`config.mk`:
```
export PLATFORM = sky130hd
export DESIGN_NAME = adma_burst_splitter_flat
export DESIGN_NICKNAME = d
export VERILOG_FILES = /design/src/rtl/adma_burst_splitter_if.sv /design/src/rtl/adma_burst_splitter.sv /design/src/flat_wrapper.sv
export SDC_FILE = /design/constraint.sdc
export NUM_CORES = 1
export LEC_CHECK = 0
export CAP_MARGIN = 20
export CORE_ASPECT_RATIO = 0.7
export CORE_MARGIN = 4
export CORE_UTILIZATION = 50
export CTS_CLUSTER_SIZE = 20
export DETAILED_ROUTE_END_ITERATION = 8
export PLACE_DENSITY = 0.76
export SLEW_MARGIN = 20
export SYNTH_ARGS = -nofsm -noshare
export SYNTH_HDL_FRONTEND = slang
export SYNTH_SLANG_ARGS = --single-unit
```
`constraint.sdc`:
```
create_clock -name aclk -period 11.5 [get_ports aclk]
set_input_delay 2.3 -clock aclk [delete_from_list [all_inputs] [get_ports aclk]]
set_output_delay 2.3 -clock aclk [all_outputs]
set_load 0.01 [all_outputs]
```
`src/rtl/adma_burst_splitter_if.sv`:
```
// adma_burst_splitter_if
//   Bundles the descriptor handshake and the AR/AW burst command channels of
//   the ADMA burst splitter.
//   Ports (signals):
//     desc_chn_i / desc_src_addr_i / desc_dst_addr_i / desc_len_i / desc_valid_i
//                                   : descriptor offered by the channel manager
//     desc_ready_o                  : splitter idle, descriptor taken on valid&ready
//     ar_chn_o / ar_addr_o / ar_len_o / ar_valid_o, ar_ready_i : read burst command
//     aw_chn_o / aw_addr_o / aw_len_o / aw_valid_o, aw_ready_i : write burst command
//     done_o / done_chn_o           : one-cycle completion pulse per descriptor
//   Modports:
//     master : the splitter itself (drives burst commands, consumes descriptors)
//     slave  : the surrounding channel manager and transaction scheduler
interface adma_burst_splitter_if #(
  parameter int DMA_CHN_NUM  = 4,
  parameter int DMA_LENGTH_W = 16,
  parameter int SRC_ADDR_W   = 32,
  parameter int DST_ADDR_W   = 32,
  parameter int ATX_LEN_W    = 8
);
  localparam int CHN_ID_W = (DMA_CHN_NUM > 1) ? $clog2(DMA_CHN_NUM) : 1;

  logic [CHN_ID_W-1:0]     desc_chn_i;
  logic [SRC_ADDR_W-1:0]   desc_src_addr_i;
  logic [DST_ADDR_W-1:0]   desc_dst_addr_i;
  logic [DMA_LENGTH_W-1:0] desc_len_i;
  logic                    desc_valid_i;
  logic                    desc_ready_o;

  logic [CHN_ID_W-1:0]     ar_chn_o;
  logic [SRC_ADDR_W-1:0]   ar_addr_o;
  logic [ATX_LEN_W-1:0]    ar_len_o;
  logic                    ar_valid_o;
  logic                    ar_ready_i;

  logic [CHN_ID_W-1:0]     aw_chn_o;
  logic [DST_ADDR_W-1:0]   aw_addr_o;
  logic [ATX_LEN_W-1:0]    aw_len_o;
  logic                    aw_valid_o;
  logic                    aw_ready_i;

  logic                    done_o;
  logic [CHN_ID_W-1:0]     done_chn_o;

  modport master (
    input  desc_chn_i, desc_src_addr_i, desc_dst_addr_i, desc_len_i, desc_valid_i,
    output desc_ready_o,
    output ar_chn_o, ar_addr_o, ar_len_o, ar_valid_o,
    input  ar_ready_i,
    output aw_chn_o, aw_addr_o, aw_len_o, aw_valid_o,
    input  aw_ready_i,
    output done_o, done_chn_o
  );

  modport slave (
    output desc_chn_i, desc_src_addr_i, desc_dst_addr_i, desc_len_i, desc_valid_i,
    input  desc_ready_o,
    input  ar_chn_o, ar_addr_o, ar_len_o, ar_valid_o,
    output ar_ready_i,
    input  aw_chn_o, aw_addr_o, aw_len_o, aw_valid_o,
    output aw_ready_i,
    input  done_o, done_chn_o
  );
endinterface

```
`src/rtl/adma_burst_splitter.sv`:
```
// adma_burst_splitter
//   Takes one DMA descriptor at a time and cuts it into matched AR/AW burst
//   command pairs. Every burst is at most 2^ATX_LEN_W beats and never crosses
//   a BOUNDARY_BYTES boundary on either the source or the destination side.
//   A one-cycle done pulse marks the end of each descriptor.
//   Ports:
//     aclk    : clock
//     aresetn : asynchronous active-low reset
//     bus     : adma_burst_splitter_if.master (descriptor in, AR/AW out, done)
//
//   state    | meaning
//   ---------+------------------------------------------------------------
//   ST_IDLE  | desc_ready high, waiting for a descriptor
//   ST_CALC  | size the next burst against length, AXI limit, both boundaries
//   ST_ISSUE | AR/AW valid, waiting until both sides have handshaken
//   ST_DONE  | done pulse out, back to idle next cycle
module adma_burst_splitter #(
  parameter int DMA_CHN_NUM    = 4,
  parameter int DMA_LENGTH_W   = 16,
  parameter int SRC_ADDR_W     = 32,
  parameter int DST_ADDR_W     = 32,
  parameter int ATX_DATA_W     = 256,
  parameter int ATX_LEN_W      = 8,
  parameter int BOUNDARY_BYTES = 4096
) (
  input logic                   aclk,
  input logic                   aresetn,
  adma_burst_splitter_if.master bus
);
  localparam int CHN_ID_W   = (DMA_CHN_NUM > 1) ? $clog2(DMA_CHN_NUM) : 1;
  localparam int BEAT_BYTES = ATX_DATA_W / 8;
  localparam int BEAT_SHIFT = $clog2(BEAT_BYTES);
  localparam int BND_SHIFT  = $clog2(BOUNDARY_BYTES);
  localparam int OFF_W      = BND_SHIFT - BEAT_SHIFT;
  localparam int WIN_BEATS  = BOUNDARY_BYTES / BEAT_BYTES;
  // Wide enough for the remaining length, the AXI burst limit and a full window.
  localparam int CNT_W0     = (DMA_LENGTH_W > ATX_LEN_W + 1) ? DMA_LENGTH_W : ATX_LEN_W + 1;
  localparam int CNT_W      = (CNT_W0 > OFF_W + 1) ? CNT_W0 : OFF_W + 1;
  localparam logic [CNT_W-1:0] MAX_BURST = CNT_W'(2 ** ATX_LEN_W);
  localparam logic [CNT_W-1:0] WIN_CNT   = CNT_W'(WIN_BEATS);

  typedef enum logic [1:0] {
    ST_IDLE  = 2'd0,
    ST_CALC  = 2'd1,
    ST_ISSUE = 2'd2,
    ST_DONE  = 2'd3
  } state_t;

  state_t                  state;
  logic [CHN_ID_W-1:0]     chn_q;
  logic [SRC_ADDR_W-1:0]   src_q;
  logic [DST_ADDR_W-1:0]   dst_q;
  logic [DMA_LENGTH_W-1:0] rem_q;
  logic [CNT_W-1:0]        beats_q;

  logic                    ready_q;
  logic [CHN_ID_W-1:0]     ar_chn_q, aw_chn_q, done_chn_q;
  logic [SRC_ADDR_W-1:0]   ar_addr_q;
  logic [DST_ADDR_W-1:0]   aw_addr_q;
  logic [ATX_LEN_W-1:0]    ar_len_q, aw_len_q;
  logic                    ar_valid_q, aw_valid_q, done_q;

  logic [CNT_W-1:0] src_room, dst_room, beats_calc;
  logic             ar_pending, aw_pending, pair_done;

  // Room is counted in beats from the current address to the next boundary.
  always_comb begin
    src_room   = WIN_CNT - CNT_W'(src_q[BND_SHIFT-1:BEAT_SHIFT]);
    dst_room   = WIN_CNT - CNT_W'(dst_q[BND_SHIFT-1:BEAT_SHIFT]);
    beats_calc = CNT_W'(rem_q);
    if (beats_calc > MAX_BURST) beats_calc = MAX_BURST;
    if (beats_calc > src_room)  beats_calc = src_room;
    if (beats_calc > dst_room)  beats_calc = dst_room;
  end

  // A side that already handshook has its valid low and no longer blocks.
  assign ar_pending = ar_valid_q & ~bus.ar_ready_i;
  assign aw_pending = aw_valid_q & ~bus.aw_ready_i;
  assign pair_done  = ~ar_pending & ~aw_pending;

  always_ff @(posedge aclk or negedge aresetn) begin
    if (!aresetn) begin
      state      <= ST_IDLE;
      chn_q      <= '0;
      src_q      <= '0;
      dst_q      <= '0;
      rem_q      <= '0;
      beats_q    <= '0;
      ready_q    <= 1'b1;
      ar_chn_q   <= '0;
      aw_chn_q   <= '0;
      ar_addr_q  <= '0;
      aw_addr_q  <= '0;
      ar_len_q   <= '0;
      aw_len_q   <= '0;
      ar_valid_q <= 1'b0;
      aw_valid_q <= 1'b0;
      done_q     <= 1'b0;
      done_chn_q <= '0;
    end else begin
      done_q <= 1'b0;
      unique case (state)
        ST_IDLE: begin
          if (bus.desc_valid_i) begin
            chn_q   <= bus.desc_chn_i;
            // Sub-beat address bits are dropped so bursts are always beat aligned.
            src_q   <= {bus.desc_src_addr_i[SRC_ADDR_W-1:BEAT_SHIFT], {BEAT_SHIFT{1'b0}}};
            dst_q   <= {bus.desc_dst_addr_i[DST_ADDR_W-1:BEAT_SHIFT], {BEAT_SHIFT{1'b0}}};
            rem_q   <= bus.desc_len_i;
            ready_q <= 1'b0;
            if (bus.desc_len_i != '0) begin
              state <= ST_CALC;
            end else begin
              state      <= ST_DONE;
              done_q     <= 1'b1;
              done_chn_q <= bus.desc_chn_i;
            end
          end
        end
        ST_CALC: begin
          beats_q    <= beats_calc;
          ar_chn_q   <= chn_q;
          aw_chn_q   <= chn_q;
          ar_addr_q  <= src_q;
          aw_addr_q  <= dst_q;
          ar_len_q   <= ATX_LEN_W'(beats_calc - CNT_W'(1));
          aw_len_q   <= ATX_LEN_W'(beats_calc - CNT_W'(1));
          ar_valid_q <= 1'b1;
          aw_valid_q <= 1'b1;
          state      <= ST_ISSUE;
        end
        ST_ISSUE: begin
          if (ar_valid_q && bus.ar_ready_i) ar_valid_q <= 1'b0;
          if (aw_valid_q && bus.aw_ready_i) aw_valid_q <= 1'b0;
          if (pair_done) begin
            src_q <= src_q + (SRC_ADDR_W'(beats_q) << BEAT_SHIFT);
            dst_q <= dst_q + (DST_ADDR_W'(beats_q) << BEAT_SHIFT);
            rem_q <= rem_q - DMA_LENGTH_W'(beats_q);
            if (rem_q == DMA_LENGTH_W'(beats_q)) begin
              state      <= ST_DONE;
              done_q     <= 1'b1;
              done_chn_q <= chn_q;
            end else begin
              state <= ST_CALC;
            end
          end
        end
        ST_DONE: begin
          ready_q <= 1'b1;
          state   <= ST_IDLE;
        end
        default: state <= ST_IDLE;
      endcase
    end
  end

  assign bus.desc_ready_o = ready_q;
  assign bus.ar_chn_o     = ar_chn_q;
  assign bus.ar_addr_o    = ar_addr_q;
  assign bus.ar_len_o     = ar_len_q;
  assign bus.ar_valid_o   = ar_valid_q;
  assign bus.aw_chn_o     = aw_chn_q;
  assign bus.aw_addr_o    = aw_addr_q;
  assign bus.aw_len_o     = aw_len_q;
  assign bus.aw_valid_o   = aw_valid_q;
  assign bus.done_o       = done_q;
  assign bus.done_chn_o   = done_chn_q;
endmodule

```
`src/flat_wrapper.sv`:
```
// flat-port wrapper written by rule: the top's interface ports become plain ports
module adma_burst_splitter_flat 
#(
  parameter int DMA_CHN_NUM    = 4,
  parameter int DMA_LENGTH_W   = 16,
  parameter int SRC_ADDR_W     = 32,
  parameter int DST_ADDR_W     = 32,
  parameter int ATX_DATA_W     = 256,
  parameter int ATX_LEN_W      = 8,
  parameter int BOUNDARY_BYTES = 4096
)
  (aclk, aresetn, bus_desc_chn_i, bus_desc_src_addr_i, bus_desc_dst_addr_i, bus_desc_len_i, bus_desc_valid_i, bus_desc_ready_o, bus_ar_chn_o, bus_ar_addr_o, bus_ar_len_o, bus_ar_valid_o, bus_ar_ready_i, bus_aw_chn_o, bus_aw_addr_o, bus_aw_len_o, bus_aw_valid_o, bus_aw_ready_i, bus_done_o, bus_done_chn_o);
  adma_burst_splitter_if #(.DMA_CHN_NUM(DMA_CHN_NUM), .DMA_LENGTH_W(DMA_LENGTH_W), .SRC_ADDR_W(SRC_ADDR_W), .DST_ADDR_W(DST_ADDR_W), .ATX_LEN_W(ATX_LEN_W)) bus_i ();
  input logic aclk;
  input logic aresetn;
  input wire logic [$bits(bus_i.desc_chn_i)-1:0] bus_desc_chn_i;
  input wire logic [$bits(bus_i.desc_src_addr_i)-1:0] bus_desc_src_addr_i;
  input wire logic [$bits(bus_i.desc_dst_addr_i)-1:0] bus_desc_dst_addr_i;
  input wire logic [$bits(bus_i.desc_len_i)-1:0] bus_desc_len_i;
  input wire logic [$bits(bus_i.desc_valid_i)-1:0] bus_desc_valid_i;
  output wire logic [$bits(bus_i.desc_ready_o)-1:0] bus_desc_ready_o;
  output wire logic [$bits(bus_i.ar_chn_o)-1:0] bus_ar_chn_o;
  output wire logic [$bits(bus_i.ar_addr_o)-1:0] bus_ar_addr_o;
  output wire logic [$bits(bus_i.ar_len_o)-1:0] bus_ar_len_o;
  output wire logic [$bits(bus_i.ar_valid_o)-1:0] bus_ar_valid_o;
  input wire logic [$bits(bus_i.ar_ready_i)-1:0] bus_ar_ready_i;
  output wire logic [$bits(bus_i.aw_chn_o)-1:0] bus_aw_chn_o;
  output wire logic [$bits(bus_i.aw_addr_o)-1:0] bus_aw_addr_o;
  output wire logic [$bits(bus_i.aw_len_o)-1:0] bus_aw_len_o;
  output wire logic [$bits(bus_i.aw_valid_o)-1:0] bus_aw_valid_o;
  input wire logic [$bits(bus_i.aw_ready_i)-1:0] bus_aw_ready_i;
  output wire logic [$bits(bus_i.done_o)-1:0] bus_done_o;
  output wire logic [$bits(bus_i.done_chn_o)-1:0] bus_done_chn_o;
  assign bus_i.desc_chn_i = bus_desc_chn_i;
  assign bus_i.desc_src_addr_i = bus_desc_src_addr_i;
  assign bus_i.desc_dst_addr_i = bus_desc_dst_addr_i;
  assign bus_i.desc_len_i = bus_desc_len_i;
  assign bus_i.desc_valid_i = bus_desc_valid_i;
  assign bus_desc_ready_o = bus_i.desc_ready_o;
  assign bus_ar_chn_o = bus_i.ar_chn_o;
  assign bus_ar_addr_o = bus_i.ar_addr_o;
  assign bus_ar_len_o = bus_i.ar_len_o;
  assign bus_ar_valid_o = bus_i.ar_valid_o;
  assign bus_i.ar_ready_i = bus_ar_ready_i;
  assign bus_aw_chn_o = bus_i.aw_chn_o;
  assign bus_aw_addr_o = bus_i.aw_addr_o;
  assign bus_aw_len_o = bus_i.aw_len_o;
  assign bus_aw_valid_o = bus_i.aw_valid_o;
  assign bus_i.aw_ready_i = bus_aw_ready_i;
  assign bus_done_o = bus_i.done_o;
  assign bus_done_chn_o = bus_i.done_chn_o;
  adma_burst_splitter #(.DMA_CHN_NUM(DMA_CHN_NUM), .DMA_LENGTH_W(DMA_LENGTH_W), .SRC_ADDR_W(SRC_ADDR_W), .DST_ADDR_W(DST_ADDR_W), .ATX_DATA_W(ATX_DATA_W), .ATX_LEN_W(ATX_LEN_W), .BOUNDARY_BYTES(BOUNDARY_BYTES)) u_core (.aclk(aclk), .aresetn(aresetn), .bus(bus_i));
endmodule
```
# [Word-level counts from Yosys, hierarchy flattened]
# Cells that the tools add are included.
[word_totals] n_memories=0 ff_bits=180 input_bits=87 word_cells=88 out_inout_bits=90 romBits=0 ram_bits=0 latchBits=0
[op_classes] reduce_logical=14 mul=0 addsub=6 n_bitwise=7 n_lt_le_gt_ge=3 shift=0 eq_ne=10 div_mod_pow=0 muxes=33
[op_table] op="2-to-1 mux 32 bit" count=4
[op_table] op="one-hot mux 32 bit (2 select lines)" count=2
[op_table] op="2-to-1 mux 16 bit" count=5
[op_table] op="adder 32 x 21 -> 32 bit" count=2
[op_table] op="> comparator 16 bit" count=2
[op_table] op="one-hot mux 16 bit (2 select lines)" count=1
[op_table] op="subtractor 8 x 7 -> 9 bit, first input constant" count=2
[op_table] op="== test 16 bit" count=1
[op_table] op="> comparator 16 x 9 -> 1 bit, second input constant" count=1
[op_table] op="2-to-1 mux 2 bit" count=8
[op_table] op="nonzero test 16 bit" count=1
[op_table] op="subtractor 16 bit" count=1
[op_table] op="AND reduction 2 bit" count=5
[op_table] op="!= test 2 x 1 -> 1 bit, second input constant" count=4
[op_table] op="one-hot mux 1 bit (2 select lines)" count=4
[op_table] op="one-hot mux 2 bit (4 select lines)" count=1
[op_table] op="subtractor 8 x 1 -> 8 bit, second input constant" count=1
[op_table] op="2-to-1 mux 1 bit" count=7
[op_table] op="nonzero test 2 bit" count=3
[op_table] op="AND reduction 5 bit" count=1
[op_table] op="== test 2 bit, second input constant" count=2
[op_table] op="!= test 2 bit, second input constant" count=2
[op_table] op="inverter 1 bit" count=4
[op_table] op="one-hot mux 2 bit (2 select lines)" count=1
[op_table] op="5 further kinds" count=8

# [Longest topological paths before layout]
[depth] depth_word=7 mapped_depth=24 mapped_depth_nobuf=21

# [Worst setup path after synthesis]
# Ideal clock, no wire load.
[synth_timing] kind="flip-flop to flip-flop" startpoint="register u_core.src_q[7]" endpoint="register u_core.ar_len_q[6], in the netlist u_core.bus.ar_len_o[6]" required_time_ns=11.431 path_slack_ns=6.953 arrival_time_ns=4.478 setup_ns=0.069 period_less_slack_ns=4.547 path_buffers=1 stages_incl_launch_ff=21 cell_sequence="dfrtp_1 or3_1 nor2_1 nand2_1 xnor2_1 ha_1 nand4_2 o21ai_1 a31o_1 nand2_1 ha_1 nand4_1 o211a_1 or2_1 buf_4 a31oi_1 inv_1 ha_1 nor2b_1 a211o_1 nand3_1"
[synth_between] elab_chain_len=6
[synth_rtl] item="start, declared" line="adma_burst_splitter.sv:51" source="logic [SRC_ADDR_W-1:0] src_q;"
[synth_rtl] item="start signal, assigned" line="adma_burst_splitter.sv:107" source="src_q <= {bus.desc_src_addr_i[SRC_ADDR_W-1:BEAT_SHIFT], {BEAT_SHIFT{1'b0}}};"
[synth_rtl] item="start signal, assigned" line="adma_burst_splitter.sv:136" source="src_q <= src_q + (SRC_ADDR_W'(beats_q) << BEAT_SHIFT);"
[synth_rtl] item="subtractor 8 x 7 -> 9 bit (*)" line="adma_burst_splitter.sv:68" source="src_room = WIN_CNT - CNT_W'(src_q[BND_SHIFT-1:BEAT_SHIFT]);"
[synth_rtl] item="> comparator 16 bit" line="adma_burst_splitter.sv:72" source="if (beats_calc > src_room) beats_calc = src_room;"
[synth_rtl] item="2-to-1 mux 16 bit (*)" line="adma_burst_splitter.sv:72"
[synth_rtl] item="> comparator 16 bit" line="adma_burst_splitter.sv:73" source="if (beats_calc > dst_room) beats_calc = dst_room;"
[synth_rtl] item="2-to-1 mux 16 bit (*)" line="adma_burst_splitter.sv:73"
[synth_rtl] item="subtractor 8 x 1 -> 8 bit (*)" line="adma_burst_splitter.sv:126" source="ar_len_q <= ATX_LEN_W'(beats_calc - CNT_W'(1));"
[synth_rtl] item="end signal, assigned" line="adma_burst_splitter.sv:126"
[synth_rtl] item="end, declared" line="adma_burst_splitter.sv:60" source="logic [ATX_LEN_W-1:0] ar_len_q, aw_len_q;"
# Mark *: on every way between the ends. The rest lies on a longest branch, timed or not.
# A chain may end at the register's enable or synchronous reset.

# [Final worst setup path]
[layout_timing] startpoint="register u_core.rem_q[12]" endpoint="register u_core.ar_len_q[4], in the netlist u_core.bus.ar_len_o[4]"
[layout_between] elab_chain_len=7
[layout_rtl] item="start, declared" line="adma_burst_splitter.sv:53" source="logic [DMA_LENGTH_W-1:0] rem_q;"
[layout_rtl] item="start signal, assigned" line="adma_burst_splitter.sv:109" source="rem_q <= bus.desc_len_i;"
[layout_rtl] item="start signal, assigned" line="adma_burst_splitter.sv:138" source="rem_q <= rem_q - DMA_LENGTH_W'(beats_q);"
[layout_rtl] item="> comparator 16 x 9 -> 1 bit" line="adma_burst_splitter.sv:71" source="if (beats_calc > MAX_BURST) beats_calc = MAX_BURST;"
[layout_rtl] item="2-to-1 mux 16 bit (*)" line="adma_burst_splitter.sv:71"
[layout_rtl] item="> comparator 16 bit" line="adma_burst_splitter.sv:72"
[layout_rtl] item="2-to-1 mux 16 bit (*)" line="adma_burst_splitter.sv:72"
[layout_rtl] item="> comparator 16 bit" line="adma_burst_splitter.sv:73"
[layout_rtl] item="2-to-1 mux 16 bit (*)" line="adma_burst_splitter.sv:73"
[layout_rtl] item="subtractor 8 x 1 -> 8 bit (*)" line="adma_burst_splitter.sv:126"
# Marks and branches as above.

==> out/metrics.csv <==
metric;value;unit
Post-Syn Instances;1249;
clock latency of the later-clocked register in the worst-skew pair;0.44;ns
cts repair resizes;0;
Final Net Count;1513;
data required time at the worst endpoint;11.77;ns
count of inserted antenna diode cells;0;
top cell type's share of synthesized area;38.3;%
DR iter-0 viols;950;
worst min path class;flop to flop;
count of synthesis-stage warnings from yosys;0;
RSZ-0062 raised after global routing;no;
area of the mapped netlist;0.0104;mm^2
Total Die Area;0.0232;mm^2
synthesized area divided by synthesized cell count;8.31;um^2
period utilisation layout;48.7;%
reported leakage power;0.00573;uW
wire length of the first global-routing pass;47300;um
number of buffers on the longest clock path;2;
level count of the clock H-tree;4;
Max-cap violations;0;
Worst-path clk slew;0.07;ns
via density per instance;5.77;
count of different cell masters after synthesis;76;
maximum vdd ir drop;0.251;mV
fraction of synthesis flops using an asynchronous set or reset pin;100;%
CTS Hold Buffers Added;0;
clock tree root driver cell;sky130_fd_sc_hd__clkbuf_16;
number of standard cells in the layout, taps in and fillers out;1640;
maximum number of pins on one net before global-route repair;97;
max-slew violation total from the final report;0;
chip width;180;um
Hold Worst Slack;0.474;ns
Power, Total;4050;uW
final number of setup-violating endpoints;0;
EDFF count, synth;0;
number of design rule violations left after detail routing;0;
IO Pins;177;
total via count after detailed routing;9468;
worst rel slew slack;29.4;%
final hold violation count;0;
cell types with the largest area share after synthesis;sky130_fd_sc_hd__dfrtp_1 38%, sky130_fd_sc_hd__nand2_1 9.8%, sky130_fd_sc_hd__ha_1 8.0%, sky130_fd_sc_hd__a21oi_1 3.9%, sky130_fd_sc_hd__nor2_1 3.1%;
number of buffers inserted during clock tree synthesis;17;
run status;finished clean;
sort of element at the start of the critical path;flop;
minimum period implied by the final worst setup slack;5.61;ns
vias in the first global route;8873;
antenna violations before repair;0;
Port-buffer cells;156;
vertical die dimension;129;um
clock tree from TritonCTS;built;
DP Cell Count;1608;
Total Negative Setup Slacks;0;ns
share of post-route cells with drive strength above 1;5.47;%
cell type with the highest aggregate area in the netlist;sky130_fd_sc_hd__dfrtp_1;
total routed wirelength;29000;um
sequential element share of the synthesized area;38.6;%
effective utilization at floorplan;51.6;%
post-DP HPWL;20900;um
classification of the worst setup path;flop to flop;
Worst setup EP type;flop;
transition time of the tightest slew-check pin;1.06;ns
post-DR wirelength/cell;17.7;um
Total Routing Usage GR;25.0;%
Yosys reg bits;160;
first-pass iteration count of the detailed router;6;
antenna-violating nets left;0;
PD cells;322;mW/mm^2
post-CTS setup buffers;0;
Layout Skew;0.0125;ns
arrival time at the worst endpoint;5.88;ns
synthesis-to-finish area growth;21.1;%
f_max;0.178;GHz
largest fanout on the critical path;11;
final weighted congestion in routability-driven placement;0.895;
Std-Cell Rows;43;
Most used DFF post-synth;sky130_fd_sc_hd__dfrtp_1;
area of the core;0.0201;mm^2
overall overflow remaining after global route;0;
clk sinks;160;
## metrics by stage
step | area, um^2 | util (%) | setup slack, ns
after global placement | 12000 | 59.5 | 6.08
after floorplan | 10400 | - | 6.95
final | 12600 | 62.4 | 5.89
after global routing | 12600 | 62.4 | 5.32
after CTS | 12600 | 62.4 | 5.96
after detailed placement | 12000 | 59.5 | 6.01
## final timing paths
check | startpoint | to | slack [ns] | cells after the start
max in group asynchronous | aresetn | u_core.state[1] | 8.10 | 2
min in group asynchronous | aresetn | u_core.bus.ar_addr_o[8] | 1.93 | 1
worst max-delay path | u_core.rem_q[12] | u_core.bus.ar_len_o[4] | 5.89 | 20
worst min-delay path | u_core.bus.aw_addr_o[7] | u_core.bus.aw_addr_o[7] | 0.47 | 2
worst min register to register | u_core.bus.aw_addr_o[7] | u_core.bus.aw_addr_o[7] | 0.47 | 2
worst max register to register | u_core.rem_q[12] | u_core.bus.ar_len_o[4] | 5.89 | 20
## worst max-delay path: stages (launching register included)
cell and delay, ns:
sky130_fd_sc_hd__dfrtp_1 0.43, sky130_fd_sc_hd__nor4_2 0.30, sky130_fd_sc_hd__nand2_1 0.13, sky130_fd_sc_hd__nor2_1 0.52
sky130_fd_sc_hd__and2_1 0.22, sky130_fd_sc_hd__ha_1 0.14, sky130_fd_sc_hd__nand4_2 0.12, sky130_fd_sc_hd__nor2_1 0.27
sky130_fd_sc_hd__nor2b_1 0.16, sky130_fd_sc_hd__nor3_2 0.31, sky130_fd_sc_hd__mux2i_1 0.37, sky130_fd_sc_hd__ha_1 0.30
sky130_fd_sc_hd__o21a_1 0.17, sky130_fd_sc_hd__o22ai_1 0.43, sky130_fd_sc_hd__or2_1 0.49, sky130_fd_sc_hd__a31oi_1 0.26
sky130_fd_sc_hd__inv_1 0.14, sky130_fd_sc_hd__ha_1 0.21, sky130_fd_sc_hd__nor3b_1 0.24, sky130_fd_sc_hd__xnor2_1 0.14
sky130_fd_sc_hd__o21ai_0 0.09
## flip-flops by register name, indices dropped and copies added, names as in the netlist
register                 count
u_core.bus.ar_addr_o        27
u_core.src_q                27
u_core.state                 2
u_core.bus.done_chn_o        2
u_core.bus.desc_ready_o      1
u_core.bus.aw_valid_o        1
u_core.chn_q                 2
u_core.rem_q                16
u_core.beats_q              16
u_core.bus.ar_len_o          8
u_core.bus.ar_valid_o        1
u_core.dst_q                27
u_core.bus.ar_chn_o          2
u_core.bus.done_o            1
u_core.bus.aw_addr_o        27
## layer usage
metal  track usage, %  part of all wire, %
met1             38.5                   49
met2             35.3                   41
met3             6.05                  8.5
met4             6.36                  1.5
met5                0                    0
## cells in the mapped netlist, drive strengths merged (6+ instances only)
| cell | n |
|---|---|
| o22ai | 12 |
| buf | 31 |
| nor2b | 15 |
| mux2i | 10 |
| nand2b | 10 |
| and3 | 21 |
| nor4 | 10 |
| nor3 | 30 |
| dfrtp | 159 |
| a21o | 22 |
| nand2 | 270 |
| o211ai | 9 |
| xor2 | 18 |
| ha | 66 |
| a211oi | 15 |
| nand4 | 24 |
| nand3 | 32 |
| or2 | 6 |
| o21bai | 9 |
| a31oi | 30 |
| nor2 | 86 |
| clkbuf | 51 |
| a21oi | 82 |
| or3 | 6 |
| xnor2 | 22 |
| inv | 49 |
| o21ai | 68 |
| o21a | 11 |
| and2 | 9 |
## final cells by class
type / instances / area, um^2
Multi-Input combinational cell: 967 / 5850
Timing Repair Buffer: 162 / 1610
Fill cell: 1786 / 7560
Clock inverter: 15 / 160
Clock buffer: 17 / 425
Tap cell: 270 / 338
Inverter: 49 / 184
Sequential cell: 160 / 4010
## cell families (layout without fill, tap and decap cells)
family	after synthesis	in the layout	share of synthesized area, %
AND/OR/NAND/NOR	535	535	23.5
AO/OA/AOI/OAI	303	303	19.3
flip-flops	160	160	38.6
buffers and inverters	131	243	5.67
adder cells (fa/ha/maj)	69	69	8.54
XOR/XNOR	40	40	3.38
multiplexers	10	10	0.964
other	1	10	0.0361
## cell usage in the layout, fill, tap and decap left out, types with 6 or more instances in the layout
cell type,n
sky130_fd_sc_hd__o22ai_1,12
sky130_fd_sc_hd__o211ai_1,9
sky130_fd_sc_hd__inv_1,48
sky130_fd_sc_hd__nor2_1,86
sky130_fd_sc_hd__nand2_1,270
sky130_fd_sc_hd__nor4_1,9
sky130_fd_sc_hd__clkdlybuf4s50_1,155
sky130_fd_sc_hd__a21oi_1,81
sky130_fd_sc_hd__nor2b_1,13
sky130_fd_sc_hd__o21ai_1,8
sky130_fd_sc_hd__o21ai_0,59
sky130_fd_sc_hd__a21o_1,21
sky130_fd_sc_hd__dfrtp_1,159
sky130_fd_sc_hd__or3_1,6
sky130_fd_sc_hd__and2_1,9
sky130_fd_sc_hd__a31oi_1,24
sky130_fd_sc_hd__mux2i_1,10
sky130_fd_sc_hd__xor2_1,18
sky130_fd_sc_hd__inv_8,6
sky130_fd_sc_hd__o21bai_1,8
sky130_fd_sc_hd__xnor2_1,22
sky130_fd_sc_hd__a211oi_1,14
sky130_fd_sc_hd__nor3_1,26
sky130_fd_sc_hd__nand4_1,23
sky130_fd_sc_hd__o21a_1,11
sky130_fd_sc_hd__nand3_1,32
sky130_fd_sc_hd__ha_1,66
sky130_fd_sc_hd__conb_1,10
sky130_fd_sc_hd__and3_1,21
sky130_fd_sc_hd__clkbuf_16,17
sky130_fd_sc_hd__nand2b_1,8
sky130_fd_sc_hd__buf_4,6
## report_power, final
group	internal, uW	switching, uW	total [uW]	leakage (uW)
logic	1000	1380	2380	0.00350
registers	828	277	1100	0.00195
clock network	292	272	564	0.000286
Note: power is estimated with default switching activity, not from simulation.
